[src/rtl/axi4s_downsizer.sv]
// AXI4-Stream width downsizer: splits each wide beat into OUT_WIDTH sub-words, LSB first,
// dropping trailing all-zero-keep sub-words and moving tlast onto the last emitted one.
module axi4s_downsizer #(
  parameter int IN_WIDTH  = 512,
  parameter int OUT_WIDTH = 64
) (
  input  logic                   clk,
  input  logic                   rst,
  input  logic [IN_WIDTH-1:0]    i_data_tdata_i,
  input  logic [IN_WIDTH/8-1:0]  i_data_tkeep_i,
  input  logic                   i_data_tlast_i,
  input  logic                   i_data_tvalid_i,
  output logic                   i_data_tready_o,
  output logic [OUT_WIDTH-1:0]   o_data_tdata_o,
  output logic [OUT_WIDTH/8-1:0] o_data_tkeep_o,
  output logic                   o_data_tlast_o,
  output logic                   o_data_tvalid_o,
  input  logic                   o_data_tready_i
);

  localparam int RATIO  = IN_WIDTH / OUT_WIDTH;
  localparam int IDX_W  = $clog2(RATIO);
  localparam int IN_KW  = IN_WIDTH / 8;
  localparam int OUT_KW = OUT_WIDTH / 8;

  logic [IN_WIDTH-1:0] buf_data_q, buf_data_d;
  logic [IN_KW-1:0]    buf_keep_q, buf_keep_d;
  logic                buf_last_q, buf_last_d;
  logic                full_q, full_d;
  logic [IDX_W-1:0]    idx_q, idx_d;

  logic is_final;
  logic in_acc;
  logic out_acc;

  // Current sub-word is final when no keep bit survives in any higher sub-word.
  always_comb begin
    is_final = 1'b1;
    for (int k = 0; k < RATIO; k++) begin
      if ((k > int'(idx_q)) && (|buf_keep_q[k*OUT_KW +: OUT_KW])) begin
        is_final = 1'b0;
      end
    end
  end

  assign o_data_tvalid_o = full_q;
  assign o_data_tdata_o  = buf_data_q[idx_q*OUT_WIDTH +: OUT_WIDTH];
  assign o_data_tkeep_o  = buf_keep_q[idx_q*OUT_KW +: OUT_KW];
  assign o_data_tlast_o  = buf_last_q & is_final;

  assign out_acc         = full_q & o_data_tready_i;
  assign i_data_tready_o = ~rst & (~full_q | (out_acc & is_final));
  assign in_acc          = i_data_tvalid_i & i_data_tready_o;

  always_comb begin
    buf_data_d = buf_data_q;
    buf_keep_d = buf_keep_q;
    buf_last_d = buf_last_q;
    full_d     = full_q;
    idx_d      = idx_q;
    if (in_acc) begin
      buf_data_d = i_data_tdata_i;
      buf_keep_d = i_data_tkeep_i;
      buf_last_d = i_data_tlast_i;
      full_d     = 1'b1;
      idx_d      = '0;
    end else if (out_acc) begin
      if (is_final) begin
        full_d = 1'b0;
        idx_d  = '0;
      end else begin
        idx_d = idx_q + 1'b1;
      end
    end
  end

  always_ff @(posedge clk or posedge rst) begin
    if (rst) begin
      buf_data_q <= '0;
      buf_keep_q <= '0;
      buf_last_q <= 1'b0;
      full_q     <= 1'b0;
      idx_q      <= '0;
    end else begin
      buf_data_q <= buf_data_d;
      buf_keep_q <= buf_keep_d;
      buf_last_q <= buf_last_d;
      full_q     <= full_d;
      idx_q      <= idx_d;
    end
  end

endmodule

[config.mk]
export PLATFORM = sky130hd
export DESIGN_NAME = axi4s_downsizer
export DESIGN_NICKNAME = d
export VERILOG_FILES = /design/src/rtl/axi4s_downsizer.sv
export SDC_FILE = /design/constraint.sdc
export NUM_CORES = 1
export LEC_CHECK = 0
export CAP_MARGIN = 20
export CORE_MARGIN = 2
export CORE_UTILIZATION = 29
export DETAILED_ROUTE_END_ITERATION = 10
export GPL_ROUTABILITY_DRIVEN = 0
export GPL_TIMING_DRIVEN = 0
export PLACE_DENSITY = 0.49
export SETUP_SLACK_MARGIN = 0.02
export SLEW_MARGIN = 20
export SYNTH_ARGS = -nofsm -noshare
export SYNTH_HDL_FRONTEND = slang
export SYNTH_SLANG_ARGS = --single-unit
[constraint.sdc]
create_clock -name clk -period 27 [get_ports clk]
set_clock_uncertainty 0.05 [all_clocks]
set_input_delay 8.1 -clock clk [delete_from_list [all_inputs] [get_ports clk]]
set_output_delay 8.1 -clock clk [all_outputs]
set_load 0.01 [all_outputs]
# [Word level (Yosys, flattened, before mapping)]
# Cells that the tools add are included.
# W data, S select, Z words.
[word_totals] register_bits=581 inputBits=581 output_inout_bits=75 word_cells=53
[op_classes] add_sub_neg=1 order_cmp=7 shifts=2 muxes=13 bitwise=8 n_reduce_logical=17
[op_table] operator="$shiftx A512 B10 Y64" n=1
[op_table] operator="$shiftx A64 B7 Y8" n=1
[op_table] operator="$reduce_or A8 Y1" n=7
[op_table] operator="$gt A3 B3 Y1 const A" n=4
[op_table] operator="$mux W1" n=10
[op_table] operator="$mux W3" n=3
[op_table] operator="$logic_and A1 B1 Y1" n=7
[op_table] operator="$gt A2 B3 Y1 const A" n=2
[op_table] operator="$and A1 B1 Y1" n=5
[op_table] operator="$reduce_bool A2 Y1" n=2
[op_table] operator="$add A3 B1 Y3 const B" n=1
[op_table] operator="$gt A1 B3 Y1 const A" n=1
[op_table] operator="$not A1 Y1" n=2
[op_table] operator="$reduce_and A2 Y1" n=1
[op_table] operator="$or A1 B1 Y1" n=1

# [Depth between registers and ports, before layout]
# Gate-level depths: netlist of the first run.
[depth] depth_word=15 depth_mapped=14

# [Least setup slack after synthesis of the first run]
# Ideal clock, no wire load.
[synth_timing] kind="input to register" from="input port rst" to="register buf_data_q[132]" setup_time_ns=0.125 arrival_time_ns=22.327 required_ns=26.825 setup_slack_ns=4.498 path_stages=7 n_path_buf=3 path_cell_list="inv_1 > nand3b_1 > clkbuf_1 > clkbuf_1 > clkbuf_1 > nand2_1 > o21ai_2"
[synth_via] elab_chain_len=3
[synth_lines] element="from (decl)" line="8" source="input logic rst,"
[synth_lines] element="$not A1 Y1" line="52" source="assign i_data_tready_o = ~rst & (~full_q | (out_acc & is_final));"
[synth_lines] element="$and A1 B1 Y1" line="52"
[synth_lines] element="$and A1 B1 Y1" line="53" source="assign in_acc = i_data_tvalid_i & i_data_tready_o;"
[synth_lines] element="to (signal assigned)" line="85" source="buf_data_q <= buf_data_d;"
[synth_lines] element="to (decl)" line="26" source="logic [IN_WIDTH-1:0] buf_data_q, buf_data_d;"
# Every way passes these cells.
# A chain may end at the register's enable or synchronous reset.

# [Final worst setup path of the first run]
[layout_timing] from="input port o_data_tready_i" to="output port i_data_tready_o"
[layout_via] elab_chain_len=4
[layout_lines] element="from (decl)" line="18" source="input logic o_data_tready_i"
[layout_lines] element="$and A1 B1 Y1" line="51" source="assign out_acc = full_q & o_data_tready_i;"
[layout_lines] element="$and A1 B1 Y1" line="52"
[layout_lines] element="$or A1 B1 Y1" line="52"
[layout_lines] element="$and A1 B1 Y1" line="52"
[layout_lines] element="to (decl)" line="13" source="output logic i_data_tready_o,"
# Every way passes these cells.

==> reports/results.ini, run 1 <==
[global_routing]
overflow = 0
grt_use_met1 = 0.3755
grt_pass1_wl_mm = 288.8
antenna_found_initial = 75
top_usage_layer = met2
grt_max_degree = 94
grt_pass1_vias = 39130
grtUsageMet3 = 0.06827
grt_usage = 0.2830
gr-usage-met2 = 0.4339

[pwr]
netSwitchingPower_mw = 2.146
p_clk_frac = 0.222
p_leak_nw = 18.46
vdd_drop_max_v = 0.00004623
pwr-share-comb = 0.482
power_frac_seq = 0.296
switching_share = 0.4505
internal-power_mw = 2.618
power-per-cell-area_nw_per_um2 = 91.34

[critical_path]
crit_top_cell = clkdlybuf4s50_1
cp_data_arrival_time_ps = 9730
worstSetupEndpointType = output pin
r2r_cells = 14
start_kind = primary input
rr_startpoint = idx_q[0]
cp_cell_sequence = clkdlybuf4s50_1 > nand4_1 > a21oi_1 > clkdlybuf4s50_1
rr_endpoint = buf_data_q[360]
cp.required_ps = 18850
critPathKind = primary input to output pin
regToRegSetupSlack_ps = 22040
cpPeakStageDelay_ps = 560
crit_path_top_delay_cell = clkdlybuf4s50_1
path_delay_family = buffers and inverters
path_max_fanout = 5
timing.critical_path.buf_inv = 2

[clock_tree]
cts_sinks = 581
clock_path_buffers = 3
cts.htree.levels = 3
post_cts_buffers = 0
postCtsHoldBufs = 0
clock_latency_ps = 650
ctsRootBufferMaster = clkbuf_16
cts_tree = done
clkSlewWorstSetupHoldPaths_ps = 60
cts_buffers = 76
cts_resized = 0

[logic_synthesis]
synth_nets = 4937
synth_warnings = 0
synth_enable_flop_cells = 0
postSynthCellCount = 4352
synth_ff_type = dfrtp_1
syn_area_sq_um = 40200
ys_seq_area_frac = 0.3617
ys_types = 34
async_flop_share = 1.000
synth_seq_cells = 581
syn_avg_cell_area_sq_um = 9.237

[timing]
setup_viol = 0
rsz0062_at_grt = no
finalCritPeriodShare = 0.6624
relSlewSlack = 0.2792
drv_slew = 0
holdWs_ps = 462.3
tightest_slew_ps = 1081
fin_crit_ps = 17880
fmax_mhz = 55.92
hold_viol_final = 0

[drt]
ant_nets = 0
route.detailed.drc = 0
wirelength_mm = 208.4
routed_via_density = 5.894
wl_per_cell_microns = 29.78
vias = 41250
drtIter0Drc = 3897
dr.pass1.iters = 6

[worst_hold_path]
holdPathEnd = buf_data_q[109]
hp-class = register to register
min_from = buf_data_q[109]
min_path_cells = 2

[die]
core_area_sq_um = 137500
fp.dieH_microns = 376.3
num_rows = 136
dieArea_sq_um = 141600
ios = 656
start_util = 0.2924
die_x_microns = 376.3

[flow_run]
cap_violations = 0

[place]
port-buffer-count = 655
dp_hpwl_mm = 154.4

[finish]
synthToLayoutAreaGrowth_pct = 29.77
final_core_util = 0.3794
fill_cells = 13940
fin_nets = 5688
layout-drive-gt1-share = 0.2149

[run_status]
status = finished clean

flip-flops by register name (all words and copies together) (netlist names):
signal,cells
buf_keep_q,64
o_data_tvalid_o,1
buf_last_q,1
buf_data_q,512
idx_q,3
cells in the mapped netlist (31+ instances only):
master / number / share of area
nand2_1: 1157 / 0.11
nor4_1: 589 / 0.092
dfrtp_1: 581 / 0.36
a32oi_1: 577 / 0.13
o21ai_2: 501 / 0.11
clkbuf_1: 365 / 0.034
buf_2: 167 / 0.021
mux4_2: 144 / 0.081
mux2_2: 72 / 0.020
buf_12: 56 / 0.028
o21ai_0: 50 / 0.0062
o21ai_1: 31 / 0.0039
power by group through the flow:
| stage | combinational (mW) | clock, mW | sequential, mW |
|---|---|---|---|
| after global placement | 2.20 | 0 | 1.42 |
| final | 2.30 | 1.06 | 1.41 |
| after detailed placement | 2.25 | 0 | 1.42 |
| after CTS | 2.26 | 1.07 | 1.41 |
| after floorplan | 1.35 | 0 | 1.29 |
| after global routing | 2.42 | 1.11 | 1.44 |
worst reg2reg max path, stage by stage, from the launching register on:
cell and delay (ps):
dfrtp_1 340, buf_2 250, buf_2 400, buf_2 470, buf_2 380, inv_1 120
ha_1 240, a21o_1 170, a22oi_1 200, buf_2 470, buf_2 680, buf_2 410
nor4_1 80, a32oi_1 480, o21ai_2 100
layer usage:
metal / vias up / wire, microns
li1: 18440 / -
met1: 20360 / 86280
met2: 1987 / 93940
met3: 418 / 18210
met4: 38 / 9751
met5: - / 242
area by class of cell:
cell class              count  area, sq um  area share
clock buffers             119         2370     0.04543
multi-input cells        3150        22180      0.4251
flip-flops and latches    581        14540      0.2787
clock inverters            17        183.9    0.003526
inverters                   3        18.77   0.0003598
repair buffers            673         7032      0.1348
diodes                     43        107.6    0.002063
well taps                1794         2245     0.04303
plain buffers             618         3495     0.06699
through the flow:
step | setup WS [ps] | total power [mW] | instance area, sq um | TNS (ps) | instances
2_1_floorplan | 2556 | 2.639 | 40200 | 0 | 4352
3_3_place_gp | -6320 | 3.623 | 49000 | -6730660 | 6801
3_5_place_dp | 9119 | 3.670 | 49510 | 0 | 6819
4_1_cts | 9115 | 4.745 | 52060 | 0 | 6955
5_1_grt | 9100 | 4.970 | 52130 | 0 | 6982
6_report | 9116 | 4.765 | 52170 | 0 | 6998
cells by family after synthesis:
family	count (synthesis)	synth area share
flops	581	0.3617
mux	216	0.1008
fa+ha+maj	4	0.001245
simple gates	1761	0.2025
buf+inv	621	0.08662
compound gates	1169	0.2471
placed cells by master, fill, tap and decap left out, drive strengths merged, types with 2 or more instances in the layout:
cell type and instances:
a21oi 4, a22oi 2, a32oi 577, buf 267
bufinv 3, clkbuf 488, clkdlybuf4s50 655, clkinv 12
clkinvlp 2, dfrtp 581, diode 43, ha 4
inv 3, mux2 72, mux4 144, nand2 1157
nand3 5, nor4 591, o21ai 582
worst max-delay path by stage:
stage / from / to / slack (ps) / cells past startpoint
after global placement: rst / buf_data_q[357] / -6320 / 2
after floorplan: rst / buf_data_q[0] / 2560 / 1
after global routing: o_data_tready_i / i_data_tready_o / 9100 / 4
after detailed placement: o_data_tready_i / i_data_tready_o / 9120 / 4
after CTS: o_data_tready_i / i_data_tready_o / 9110 / 4
final: o_data_tready_i / i_data_tready_o / 9120 / 4
Power figures use the tool's default switching activity.
==> inputs of run 2 (changes only) <==
--- a/config.mk
+++ b/config.mk
@@ -11,7 +11,7 @@
 export DETAILED_ROUTE_END_ITERATION = 10
 export GPL_ROUTABILITY_DRIVEN = 0
 export GPL_TIMING_DRIVEN = 0
-export PLACE_DENSITY = 0.49
+export PLACE_DENSITY = 0.5
 export SETUP_SLACK_MARGIN = 0.02
 export SLEW_MARGIN = 20
 export SYNTH_ARGS = -nofsm -noshare
==> constraint.sdc (replaced) <==
create_clock -name clk -period 14.58 [get_ports clk]
set_clock_uncertainty 0.05 [all_clocks]
set_input_delay 4.374 -clock clk [delete_from_list [all_inputs] [get_ports clk]]
set_output_delay 4.374 -clock clk [all_outputs]
set_load 0.01 [all_outputs]
==> reports/results.ini, run 2 (synthesized netlist as in run 1, its figures left out) <==
[run_status]
status = finished clean  ; unchanged

[drt]
wl_met1_mm = 87.68  ; was 86.28 mm
wl_met2_mm = 93.40  ; was 93.94 mm
wirelength_mm = 208.6  ; was 208.4 mm
route.detailed.drc = 0  ; unchanged
routed_via_density = 5.919  ; was 5.894
ant_nets = 0  ; unchanged
wl_per_cell_microns = 29.73  ; was 29.78 microns
vias = 41520  ; was 41250
drtIter0Drc = 4164  ; was 3897
dr.pass1.iters = 6  ; unchanged
met3_length_mm = 17.26  ; was 18.21 mm
top_layer = met5  ; unchanged

[finish]
top_register = buf_data_q  ; unchanged
final-seq-area_sq_um = 14540  ; unchanged
final_common_cell = nand2_1  ; unchanged
fill_cells = 13840  ; was 13940
instances_no_fill = 7014  ; was 6998
largest_reg_flops = 512  ; unchanged
multi_input_area_sq_um = 22180  ; unchanged
reg_top3 = buf_data_q (512), buf_keep_q (64), idx_q (3)  ; unchanged
synthToLayoutAreaGrowth_pct = 30.51  ; was 29.77%
layout-drive-gt1-share = 0.2177  ; was 0.2149
fin_nets = 5703  ; was 5688
final_cell_mix = nand2_1 (1157), clkdlybuf4s50_1 (655), nor4_1 (589)  ; unchanged

[global_routing]
grt_usage = 0.2824  ; was 0.2830
overflow = 0  ; unchanged
grt_pass1_wl_mm = 288.8  ; about the same
antenna_found_initial = 79  ; was 75
grt_max_degree = 33  ; was 94
grt_pass1_vias = 38860  ; was 39130

[critical_path]
start_kind = primary input  ; unchanged
worstSetupEndpointType = output pin  ; unchanged
cp.required_ps = 10160  ; was 18850 ps
r2r_cells = 14  ; unchanged
critPathKind = primary input to output pin  ; unchanged
rr_endpoint = buf_data_q[45]  ; was buf_data_q[360]
regToRegSetupSlack_ps = 9450  ; was 22040 ps
rr_startpoint = idx_q[0]  ; unchanged
cp_data_arrival_time_ps = 6010  ; was 9730 ps
path_max_fanout = 5  ; unchanged

[timing]
drv_slew = 0  ; unchanged
relSlewSlack = 0.2133  ; was 0.2792
rsz0062_at_grt = no  ; unchanged
tightest_slew_ps = 1180  ; was 1081 ps
fmax_mhz = 95.81
finalCritPeriodShare = 0.7159
hold_viol_final = 0  ; unchanged
fin_crit_ps = 10440
fin_ws_ps = 4142  ; was 9116 ps
finalSetupTns_ps = 0  ; unchanged
setup_viol = 0  ; unchanged

[place]
port-buffer-count = 655  ; unchanged
dpl_worst_slack_ps = 4155  ; was 9119 ps
dp_hpwl_mm = 156.0  ; was 154.4 mm
place_inst = 6835  ; was 6819

[clock_tree]
cts_sinks = 581  ; unchanged
cts_buffers = 75  ; was 76
ctsRootBufferMaster = clkbuf_16  ; unchanged
cts_resized = 0  ; unchanged
cts_tree = done  ; unchanged
clkSlewWorstSetupHoldPaths_ps = 50  ; was 60 ps
post_cts_buffers = 0  ; unchanged
clock_latency_ps = 670  ; was 650 ps
postCtsHoldBufs = 0  ; unchanged
clock_path_buffers = 3  ; unchanged
cts.htree.levels = 3  ; unchanged

[die]
ios = 656  ; unchanged
die_x_microns = 376.3  ; unchanged
core_area_sq_um = 137500  ; unchanged
dieArea_sq_um = 141600  ; unchanged
num_rows = 136  ; unchanged
fp.dieH_microns = 376.3  ; unchanged
start_util = 0.2924  ; unchanged

[pwr]
vdd_drop_max_v = 0.00009212  ; was 0.00004623 V
p_leak_nw = 18.59  ; was 18.46 nW
power_mw = 8.854  ; was 4.765 mW
power-per-cell-area_nw_per_um2 = 168.8  ; was 91.34 nW/um^2

[worst_hold_path]
min_path_cells = 2  ; unchanged
hp-class = register to register  ; unchanged
min_from = buf_data_q[109]  ; unchanged
holdPathEnd = buf_data_q[109]  ; unchanged

[flow_run]
cap_violations = 0  ; unchanged

==> run 2: through the flow <==
stage / util / instance area [sq um] / hold slack (ps)
2_1_floorplan: - / 40200 / 439.5
3_3_place_gp: 0.3564 / 49000 / 452.1
3_5_place_dp: 0.3624 / 49830 / 457.5
4_1_cts: 0.3807 / 52340 / 467.6
5_1_grt: 0.3813 / 52420 / 485.7
6_report: 0.3816 / 52460 / 465.7
==> run 2: area by class of cell <==
| class | count | share of cell area |
|---|---|---|
| clock buffers | 105 | 0.04135 |
| inverters | 3 | 0.0002862 |
| plain buffers | 618 | 0.06661 |
| multi-input cells | 3150 | 0.4227 |
| repair buffers | 689 | 0.1402 |
| well taps | 1794 | 0.04278 |
| flip-flops and latches | 581 | 0.2771 |
| diodes | 48 | 0.002289 |
| clock inverters | 26 | 0.006582 |
==> run 2: layer usage <==
layer,track usage,vias to the layer above
met3,0.05823,391
met1,0.3812,20470
met4,0.1315,34
met2,0.4323,2170
met5,0,-
li1,-,18450
==> run 2: worst max path at each step <==
stage	depth (start not counted)	from	to
floorplan	7	rst	buf_data_q[132]
global placement	8	rst	buf_data_q[263]
detailed placement	4	o_data_tready_i	i_data_tready_o
CTS	4	o_data_tready_i	i_data_tready_o
global route	4	o_data_tready_i	i_data_tready_o
finish	4	o_data_tready_i	i_data_tready_o
==> run 2: worst max-delay path, cell delays in order <==
cell and delay (ps):
clkdlybuf4s50_1 570, nand4_1 250, a21oi_1 250, clkdlybuf4s50_1 560
==> run 2: power by group <==
part	internal, mW	switching (mW)
logic	1.54	2.74
clock network	1.13	0.815
registers	2.16	0.457
total	4.84	4.02
